[src/rtl/alu_seq_pkg.sv]
// Shared types for the ALU sequencer: opcodes, FSM states,
// status bit positions, operand masking and flag-update masks.
package alu_seq_pkg;

  localparam int WORD_W = 20;
  localparam int HALF_W = 10;
  localparam int TAG_W  = 4;

  localparam logic [4:0] OP_TRAP = 5'd0;
  localparam logic [4:0] OP_NOP  = 5'd1;
  localparam logic [4:0] OP_JMP  = 5'd2;
  localparam logic [4:0] OP_JZ   = 5'd3;
  localparam logic [4:0] OP_JS   = 5'd4;
  localparam logic [4:0] OP_JZS  = 5'd5;
  localparam logic [4:0] OP_LSR  = 5'd6;
  localparam logic [4:0] OP_XSR  = 5'd7;
  localparam logic [4:0] OP_NOT  = 5'd8;
  localparam logic [4:0] OP_AND  = 5'd9;
  localparam logic [4:0] OP_OR   = 5'd10;
  localparam logic [4:0] OP_XOR  = 5'd11;
  localparam logic [4:0] OP_SHR  = 5'd12;
  localparam logic [4:0] OP_SHL  = 5'd13;
  localparam logic [4:0] OP_ROR  = 5'd14;
  localparam logic [4:0] OP_ROL  = 5'd15;
  localparam logic [4:0] OP_SWP  = 5'd16;
  localparam logic [4:0] OP_INC  = 5'd17;
  localparam logic [4:0] OP_DEC  = 5'd18;
  localparam logic [4:0] OP_ADD  = 5'd19;
  localparam logic [4:0] OP_ADC  = 5'd20;
  localparam logic [4:0] OP_SUB  = 5'd21;
  localparam logic [4:0] OP_SBC  = 5'd22;
  localparam logic [4:0] OP_EQ   = 5'd23;
  localparam logic [4:0] OP_GT   = 5'd24;
  localparam logic [4:0] OP_LT   = 5'd25;
  localparam logic [4:0] OP_GE   = 5'd26;
  localparam logic [4:0] OP_LE   = 5'd27;

  typedef enum logic [2:0] {
    S_IDLE,
    S_EXEC,
    S_WB,
    S_WB2,
    S_BR,
    S_TRAP
  } state_t;

  localparam int ST_Z = 0;
  localparam int ST_S = 1;
  localparam int ST_C = 2;

  // Half-word mode keeps only the low HALF_W bits.
  function automatic logic [WORD_W-1:0] half_mask(
    input logic [WORD_W-1:0] v,
    input logic              mode
  );
    logic [WORD_W-1:0] m;
    m = {{(WORD_W-HALF_W){1'b0}}, {HALF_W{1'b1}}};
    return mode ? v : (v & m);
  endfunction

  // Which status bits ({C,S,Z}) an opcode is allowed to write.
  function automatic logic [2:0] flag_mask(
    input logic [4:0] op
  );
    logic [2:0] m;
    m = 3'b000;
    unique case (1'b1)
      (op >= OP_NOT && op <= OP_XOR): m = 3'b011;
      (op == OP_SHR || op == OP_SHL): m = 3'b111;
      (op >= OP_INC && op <= OP_SBC): m = 3'b111;
      (op >= OP_EQ && op <= OP_LE):   m = 3'b011;
      (op == OP_LSR || op == OP_XSR): m = 3'b111;
      default:                        m = 3'b000;
    endcase
    return m;
  endfunction

endpackage

[src/rtl/alu_seq_flags.sv]
// Result masking and next-status computation for the sequencer.
// In: op, mode, a, raw ALU results/flags, status. Out: masked results, status_next.
module alu_seq_flags
  import alu_seq_pkg::*;
(
  input  logic [4:0]        op,
  input  logic              mode,
  input  logic [WORD_W-1:0] a,
  input  logic [WORD_W-1:0] result,
  input  logic [WORD_W-1:0] result_b,
  input  logic              zero,
  input  logic              sign,
  input  logic              carry,
  input  logic [2:0]        status,
  output logic [WORD_W-1:0] res,
  output logic [WORD_W-1:0] res_b,
  output logic [2:0]        status_next
);

  logic       z;
  logic       s;
  logic [2:0] cand;
  logic [2:0] m;

  always_comb begin
    res   = half_mask(result, mode);
    res_b = half_mask(result_b, mode);
    z     = (res == '0);
    s     = mode ? res[WORD_W-1] : res[HALF_W-1];
    m     = flag_mask(op);
    cand  = {carry, s, z};
    unique case (1'b1)
      (op == OP_LSR): cand = a[2:0];
      (op == OP_XSR): cand = status ^ a[2:0];
      (op >= OP_EQ && op <= OP_LE):
        cand = {status[ST_C], sign, zero};
      default: cand = {carry, s, z};
    endcase
    // Only bits the opcode owns are replaced.
    status_next = (cand & m) | (status & ~m);
  end

endmodule

[src/rtl/alu_sequencer.sv]
// Single-issue ALU sequencer: accepts one op, drives the ALU,
// writes back via valid/ready, resolves branches, owns {C,S,Z}.
// Ports: req_* in, alu_* to/from ALU, wb_*, br_*, status, trap.
module alu_sequencer
  import alu_seq_pkg::*;
(
  input  logic              clk,
  input  logic              rst,
  input  logic              req_valid,
  output logic              req_ready,
  input  logic [4:0]        req_op,
  input  logic              req_mode,
  input  logic [WORD_W-1:0] req_a,
  input  logic [WORD_W-1:0] req_b,
  input  logic [TAG_W-1:0]  req_dst,
  input  logic [TAG_W-1:0]  req_dst_b,
  output logic [4:0]        alu_op,
  output logic              alu_mode,
  output logic [WORD_W-1:0] alu_a,
  output logic [WORD_W-1:0] alu_b,
  output logic              alu_cin,
  input  logic [WORD_W-1:0] alu_result,
  input  logic [WORD_W-1:0] alu_result_b,
  input  logic              alu_zero,
  input  logic              alu_sign,
  input  logic              alu_carry,
  output logic              wb_valid,
  input  logic              wb_ready,
  output logic [TAG_W-1:0]  wb_dst,
  output logic [WORD_W-1:0] wb_data,
  output logic              br_valid,
  output logic              br_taken,
  output logic [WORD_W-1:0] br_target,
  output logic [2:0]        status,
  output logic              trap,
  input  logic              trap_clr
);

  state_t            state;
  logic [4:0]        op_q;
  logic              mode_q;
  logic [WORD_W-1:0] a_q;
  logic [WORD_W-1:0] b_q;
  logic [TAG_W-1:0]  dst_q;
  logic [TAG_W-1:0]  dst_b_q;
  logic [WORD_W-1:0] res_b_q;

  logic [WORD_W-1:0] res;
  logic [WORD_W-1:0] res_b;
  logic [2:0]        status_next;
  logic              taken;

  assign req_ready = (state == S_IDLE);
  assign alu_op    = op_q;
  assign alu_mode  = mode_q;
  assign alu_a     = a_q;
  assign alu_b     = b_q;
  assign alu_cin   = status[ST_C];

  alu_seq_flags u_flags (
    .op          (op_q),
    .mode        (mode_q),
    .a           (a_q),
    .result      (alu_result),
    .result_b    (alu_result_b),
    .zero        (alu_zero),
    .sign        (alu_sign),
    .carry       (alu_carry),
    .status      (status),
    .res         (res),
    .res_b       (res_b),
    .status_next (status_next)
  );

  always_comb begin
    taken = 1'b0;
    unique case (op_q)
      OP_JMP:  taken = 1'b1;
      OP_JZ:   taken = status[ST_Z];
      OP_JS:   taken = status[ST_S];
      OP_JZS:  taken = status[ST_Z] | status[ST_S];
      default: taken = 1'b0;
    endcase
  end

  always_ff @(posedge clk or posedge rst) begin
    if (rst) begin
      state     <= S_IDLE;
      op_q      <= OP_NOP;
      mode_q    <= 1'b0;
      a_q       <= '0;
      b_q       <= '0;
      dst_q     <= '0;
      dst_b_q   <= '0;
      res_b_q   <= '0;
      wb_valid  <= 1'b0;
      wb_dst    <= '0;
      wb_data   <= '0;
      br_valid  <= 1'b0;
      br_taken  <= 1'b0;
      br_target <= '0;
      status    <= 3'b000;
      trap      <= 1'b0;
    end else begin
      unique case (state)
        S_IDLE: begin
          if (req_valid) begin
            op_q    <= req_op;
            mode_q  <= req_mode;
            a_q     <= half_mask(req_a, req_mode);
            b_q     <= half_mask(req_b, req_mode);
            dst_q   <= req_dst;
            dst_b_q <= req_dst_b;
            state   <= S_EXEC;
          end
        end
        S_EXEC: begin
          status <= status_next;
          unique case (1'b1)
            (op_q >= OP_NOT && op_q <= OP_SBC): begin
              wb_valid <= 1'b1;
              wb_dst   <= dst_q;
              wb_data  <= res;
              res_b_q  <= res_b;
              state    <= S_WB;
            end
            (op_q >= OP_JMP && op_q <= OP_JZS): begin
              br_valid  <= 1'b1;
              br_taken  <= taken;
              br_target <= a_q;
              state     <= S_BR;
            end
            (op_q == OP_NOP || op_q == OP_LSR ||
             op_q == OP_XSR ||
             (op_q >= OP_EQ && op_q <= OP_LE)): begin
              state <= S_IDLE;
            end
            default: begin
              trap  <= 1'b1;
              state <= S_TRAP;
            end
          endcase
        end
        S_WB: begin
          if (wb_ready) begin
            if (op_q == OP_SWP) begin
              wb_dst  <= dst_b_q;
              wb_data <= res_b_q;
              state   <= S_WB2;
            end else begin
              wb_valid <= 1'b0;
              state    <= S_IDLE;
            end
          end
        end
        S_WB2: begin
          if (wb_ready) begin
            wb_valid <= 1'b0;
            state    <= S_IDLE;
          end
        end
        S_BR: begin
          br_valid <= 1'b0;
          br_taken <= 1'b0;
          state    <= S_IDLE;
        end
        S_TRAP: begin
          if (trap_clr) begin
            trap  <= 1'b0;
            state <= S_IDLE;
          end
        end
        default: state <= S_IDLE;
      endcase
    end
  end

endmodule
[config.mk]
export PLATFORM = sky130hd
export DESIGN_NAME = alu_sequencer
export DESIGN_NICKNAME = d
export VERILOG_FILES = /design/src/rtl/alu_seq_pkg.sv /design/src/rtl/alu_seq_flags.sv /design/src/rtl/alu_sequencer.sv
export SDC_FILE = /design/constraint.sdc
export NUM_CORES = 1
export LEC_CHECK = 0
export ABC_AREA = 0
export CORE_MARGIN = 4
export CORE_UTILIZATION = 45
export DETAILED_ROUTE_END_ITERATION = 8
export PLACE_DENSITY_LB_ADDON = 0.3
export SLEW_MARGIN = 20
export SYNTH_ARGS = -nofsm -noshare
export SYNTH_HDL_FRONTEND = slang
export SYNTH_SLANG_ARGS = --single-unit
export TNS_END_PERCENT = 1
[constraint.sdc]
create_clock -name clk -period 5.7 [get_ports clk]
set_input_delay 1.71 -clock clk [delete_from_list [all_inputs] [get_ports clk]]
set_output_delay 1.71 -clock clk [all_outputs]
set_load 0.005 [all_outputs]
# Word-level counts from Yosys, hierarchy flattened
# Cells that the tools add are included.
[word_totals]
input_bits = 102
mem_bits_ro = 0
latch_bits = 0
register_bits = 128
out_inout_bits = 99
memories = 0
ram_bits = 0
[classes]
muxes = 35
shifts = 0
n_bitwise = 6
add_sub_neg = 0
n_lt_le_gt_ge = 8
eq_ne = 24
n_reduce_logical = 27
multipliers = 0
n_div = 0
[ops]
columns = ["cell", "n"]
rows = [
  ["2-to-1 mux 20 bit", 7],
  ["one-hot mux 20 bit (2 select lines)", 1],
  ["== test 5 x 3 -> 1 bit, second input constant", 4],
  ["logical NOT 20 bit", 1],
  ["inequality test 2 bit, second input constant", 9],
  ["one-hot mux 3 bit (3 select lines)", 2],
  ["one-hot mux 3 bit (5 select lines)", 1],
  ["2-to-1 mux 3 bit", 4],
  ["2-to-1 mux 4 bit", 3],
  ["== test 5 x 2 -> 1 bit, second input constant", 2],
  ["== test 5 x 4 -> 1 bit, second input constant", 2],
  ["greater-or-equal comparator 5 bit, second input constant", 2],
  ["less-or-equal comparator 5 bit, second input constant", 2],
  ["2-to-1 mux 1 bit", 9],
  ["one-hot mux 4 bit (2 select lines)", 1],
  ["AND reduction 2 bit", 4],
  ["AND reduction 4 bit", 2],
  ["AND 3 bit", 2],
  ["== test 3 x 2 -> 1 bit, second input constant", 2],
  ["== test 3 bit, second input constant", 2],
  ["one-hot mux 1 bit (2 select lines)", 3],
  ["one-hot mux 3 bit (2 select lines)", 1],
  ["nonzero test 2 bit", 3],
  ["OR reduction 3 bit", 2],
  ["21 further kinds", 29],
]

# Logic depth before layout (Yosys ltp)
[logic_depth]
ltp_word = 7
ltp_mapped = 7
depth_no_buf = 4

# Modules after synthesis
# Synthesis repeated with hierarchy kept, for this count alone.
[unflattened]
hier_cells = 476
area_unflattened_um2 = 6047.0
[by_module_without_submodules]
columns = ["mod", "area_each_um2", "cells_each", "n_inst"]
rows = [
  ["alu_sequencer", 5415.2, 387, 1],
  ["alu_seq_flags", 631.9, 89, 1],
]

# Worst setup path after synthesis
# Ideal clock, no wire load.
[synth_timing]
kind = "input-to-reg"
from = "in alu_result[9]"
to = "reg (tool-made name)"
cell_stages = 4
slack_ps = 2946
path_buffers = 0
arrival_time_ps = 2672
setup_time_ps = 82
cell_sequence = "nor4_1 nand4_1 or4b_1 a31oi_1"
[synth_lines]
columns = ["item", "line_no", "source"]
rows = [
  ["start, declared", "alu_sequencer.sv:22", "input logic [WORD_W-1:0] alu_result,"],
]

# Final worst setup path
[layout_timing]
from = "reg mode_q (netlist: alu_mode)"
to = "out alu_mode"
[layout_lines]
columns = ["item", "line_no", "source"]
rows = [
  ["start, declared", "alu_sequencer.sv:41", "logic mode_q;"],
  ["start signal, assigned", "alu_sequencer.sv:109", "mode_q <= req_mode;"],
  ["end, declared", "alu_sequencer.sv:18", "output logic alu_mode,"],
]
# No word-level cell between the ends.

==> metrics.md <==
| Metric | Value |
|---|---|
| Outcome | completed |
| Final hold violations | 0 |
| Final Net Count | 767 |
| Cell with the most instances after synthesis | sky130_fd_sc_hd__dfrtp_1 |
| Via count of the routed design | 4341 |
| Distinct cell type count after synthesis | 57 |
| Wire length reported by the detailed router | 14.7 mm |
| Avg WL per Cell | 17.4 µm |
| Crit path max-delay cell type | sky130_fd_sc_hd__dfrtp_1 |
| Antenna cell count | 0 |
| Fraction of layout cells with a size suffix above 1 | 20.2% |
| Flop2flop setup slack | 3.18 ns |
| Worst-path clk slew | 0.05 ns |
| Weighted congestion reported at the end of routability-driven placement | 0.846 |
| Detailed Route Iter0 Violations | 300 |
| Core area | 12300 µm² |
| Standard-cell row count | 40 |
| Reg2Reg Launch Point | alu_op[2] |
| DRC violation count after routing | 0 |
| Remaining number of nets flagged by the antenna check after routing | 0 |
| Reg2Reg Capture Point | wb_data[9] |
| Sum of negative setup slack | 0 ns |
| Syn Nets | 576 |
| Number of I/O port buffers | 200 |
| Congestion Overflow GR | 0 |
| Warnings, synthesis | 0 |
| Number of H-tree levels | 4 |
| Pwr/cell area | 549 nW/µm² |
| Post-synth top cells | 127 x sky130_fd_sc_hd__dfrtp_1, 84 x sky130_fd_sc_hd__mux2_2, 83 x sky130_fd_sc_hd__nand2_1 |
| Root Buffer Master | sky130_fd_sc_hd__clkbuf_16 |
| Die area | 14600 µm² |
| Part of the cycle the worst path needs | 63.1% |
| Clock Latency Late Sink | 0.41 ns |
| Terminating pin of the worst hold path | wb_data[1] |
| Maximum number of pins on one net before global-route repair | 70 |
| Crit path capture type | output port |
| GRT Overall Usage | 20.8% |
| Number of iterations in the first detailed-routing pass | 4 |
| Stage delay of the slowest cell on the critical path | 0.83 ns |
| Die X-Extent | 121 µm |
| Top_reg_cell synth | sky130_fd_sc_hd__dfrtp_1 |
| Layout overhead on the synthesized area | 45.6% |
| Fill cell count | 933 |
| Critical path class | flip-flop to output port |
| Highest ir drop seen on vdd | 0.244 mV |
| Via-per-instance ratio | 5.13 |
| Total buffers and inverters traversed by the critical path | 1 |
| Resized Gates After CTS | 0 |
| Setup repair after global routing missed its margin | false |
| Half-perimeter wire length after detailed placement | 10.7 mm |
| Clk_skew | 0.00552 ns |
| Y dimension of the die | 121 µm |
| Worst min-delay path class | flip-flop to flip-flop |
| Worst slew pin tran | 0.972 ns |
| Share of Yosys cell area claimed by the top area cell type | 55.4% |
| Flip-flop and latch count after synthesis | 128 |
| Worst Path Max Fanout | 24 |
| Number of enable flip-flop cells after synthesis | 0 |
| Critical Path AT | 1.88 ns |
| Fmax | 278 MHz |
| Per-instance average area after synthesis | 12.1 µm² |
| Setup violation total in the final timing report | 0 |
| Static leakage power | 3.49 nW |
| Number of buffers inserted by post-CTS setup repair | 0 |
| Worst slack on hold paths | 0.482 ns |
| Cell type contributing the most total cell area after synthesis | sky130_fd_sc_hd__dfrtp_1 |
| First-pass GRT wire length | 23.5 mm |
| Final Critical Period | 3.59 ns |
| Clk sinks | 128 |
| Cell depth of the worst flop-to-flop path | 4 |
| Cell family contributing the most delay on the critical path | flip-flops |
| Max-cap check violation count | 0 |
| Critical path cell sequence | clkdlybuf4s50_1 |
| Cts hold-fix bufs | 0 |
| Number of antenna violations at the first check in global routing | 0 |
| Top-level I/O count | 201 |
| Starting density of the core | 46.8% |
| Number of max-slew violations in the final report | 0 |
| Post-synthesis sequential area ratio | 55.9% |
| Hold Crit Depth | 1 |
| TritonCTS clock tree | yes |
| Synth async-reset ratio | 100% |
| Top area cells in the synthesized netlist | sky130_fd_sc_hd__dfrtp_1 55%, sky130_fd_sc_hd__mux2_2 16%, sky130_fd_sc_hd__nand2_1 5.4% |
| Critical hold path startpoint | wb_data[1] |
| Required time of the critical path | 3.99 ns |
| Post-synthesis instance area | 5730 µm² |
| Cts bufs inserted | 17 |
| Startpoint type of the worst setup path | flip-flop |
| Remaining max-slew budget at the tightest pin | 35.2% |
| Number of instances in the synthesized netlist | 474 |
| Vias in the first global route | 4575 |
| Maximum clock path buffer count | 2 |
## registers in the layout (all words and copies together), names as in the netlist, named ones only
signal	flops
alu_a	20
alu_b	20
br_target	20
res_b_q	20
wb_data	20
alu_op	5
dst_b_q	4
dst_q	4
wb_dst	4
state	3
alu_mode	1
br_taken	1
br_valid	1
trap	1
wb_valid	1
## cell type report
cell class,instances,area [µm²],share of cell area [%]
sequential,128,3200,38.4
multi-input combinational,309,2350,28.1
timing repair buffer,204,2030,24.3
clock buffer,25,475,5.69
tap,168,210,2.52
clock inverter,7,60.1,0.719
inverter,5,21.3,0.255
## worst max-delay path by stage
stage,start,endpoint,slack (ns),depth (start not counted)
after CTS,alu_mode,alu_mode,2.05,1
after floorplan,rst,async pin,0.58,1
after detailed placement,req_valid,alu_op[1],1.97,4
final,alu_mode,alu_mode,2.11,1
after global routing,alu_mode,alu_mode,1.99,1
after global placement,req_valid,alu_a[6],2.02,4
## routing by layer
layer  routed length (µm)  GRT usage, %  vias up  share of wire, %
met3                 1070          6.99       31               7.3
met5                    0             0        -                 0
met2                 7610          35.3      147                52
met1                 5640          23.8     2105                38
met4                  399          9.14        0               2.7
li1                     -             -     2058                 -
## placed cells by master (no fill, tap or decap), types with 6 or more instances in the layout
cell type,n
sky130_fd_sc_hd__clkbuf_1,6
sky130_fd_sc_hd__clkbuf_16,17
sky130_fd_sc_hd__clkdlybuf4s50_1,200
sky130_fd_sc_hd__clkinv_2,6
sky130_fd_sc_hd__dfrtp_1,127
sky130_fd_sc_hd__mux2_1,11
sky130_fd_sc_hd__mux2_2,84
sky130_fd_sc_hd__mux2_4,8
sky130_fd_sc_hd__nand2_1,82
sky130_fd_sc_hd__o21ai_0,42
sky130_fd_sc_hd__o31ai_1,11
## kinds of logic (layout without fill, tap and decap cells)
logic type	Yosys count	after routing	share of synthesized area, %
AOI/OAI and AO/OA	82	82	9.08
xor gates and xnor gates	3	3	0.458
buffers and inverters	37	241	3.21
DFF	128	128	55.9
muxes	104	104	21.1
and+or+nand+nor	120	120	10.2
## through the flow
step,worst slack [ns],std cells,util (%),power (mW),area [µm²]
6_report,2.11,846,68.1,4.58,8350
5_1_grt,1.99,846,68.1,4.88,8350
2_1_floorplan,0.579,474,-,2.68,5730
3_3_place_gp,2.02,814,63.7,3.55,7820
3_5_place_dp,1.97,814,63.7,3.64,7820
4_1_cts,2.05,846,68.1,4.65,8350
## where the power goes
group	internal, mW	total (mW)	switching [mW]	leakage (nW)
combinational	1.17	1.90	0.732	1.64
sequential	1.33	1.69	0.362	1.58
clock	0.617	0.986	0.369	0.269
total	3.12	4.58	1.46	3.49
Power figures use the tool's default switching activity.
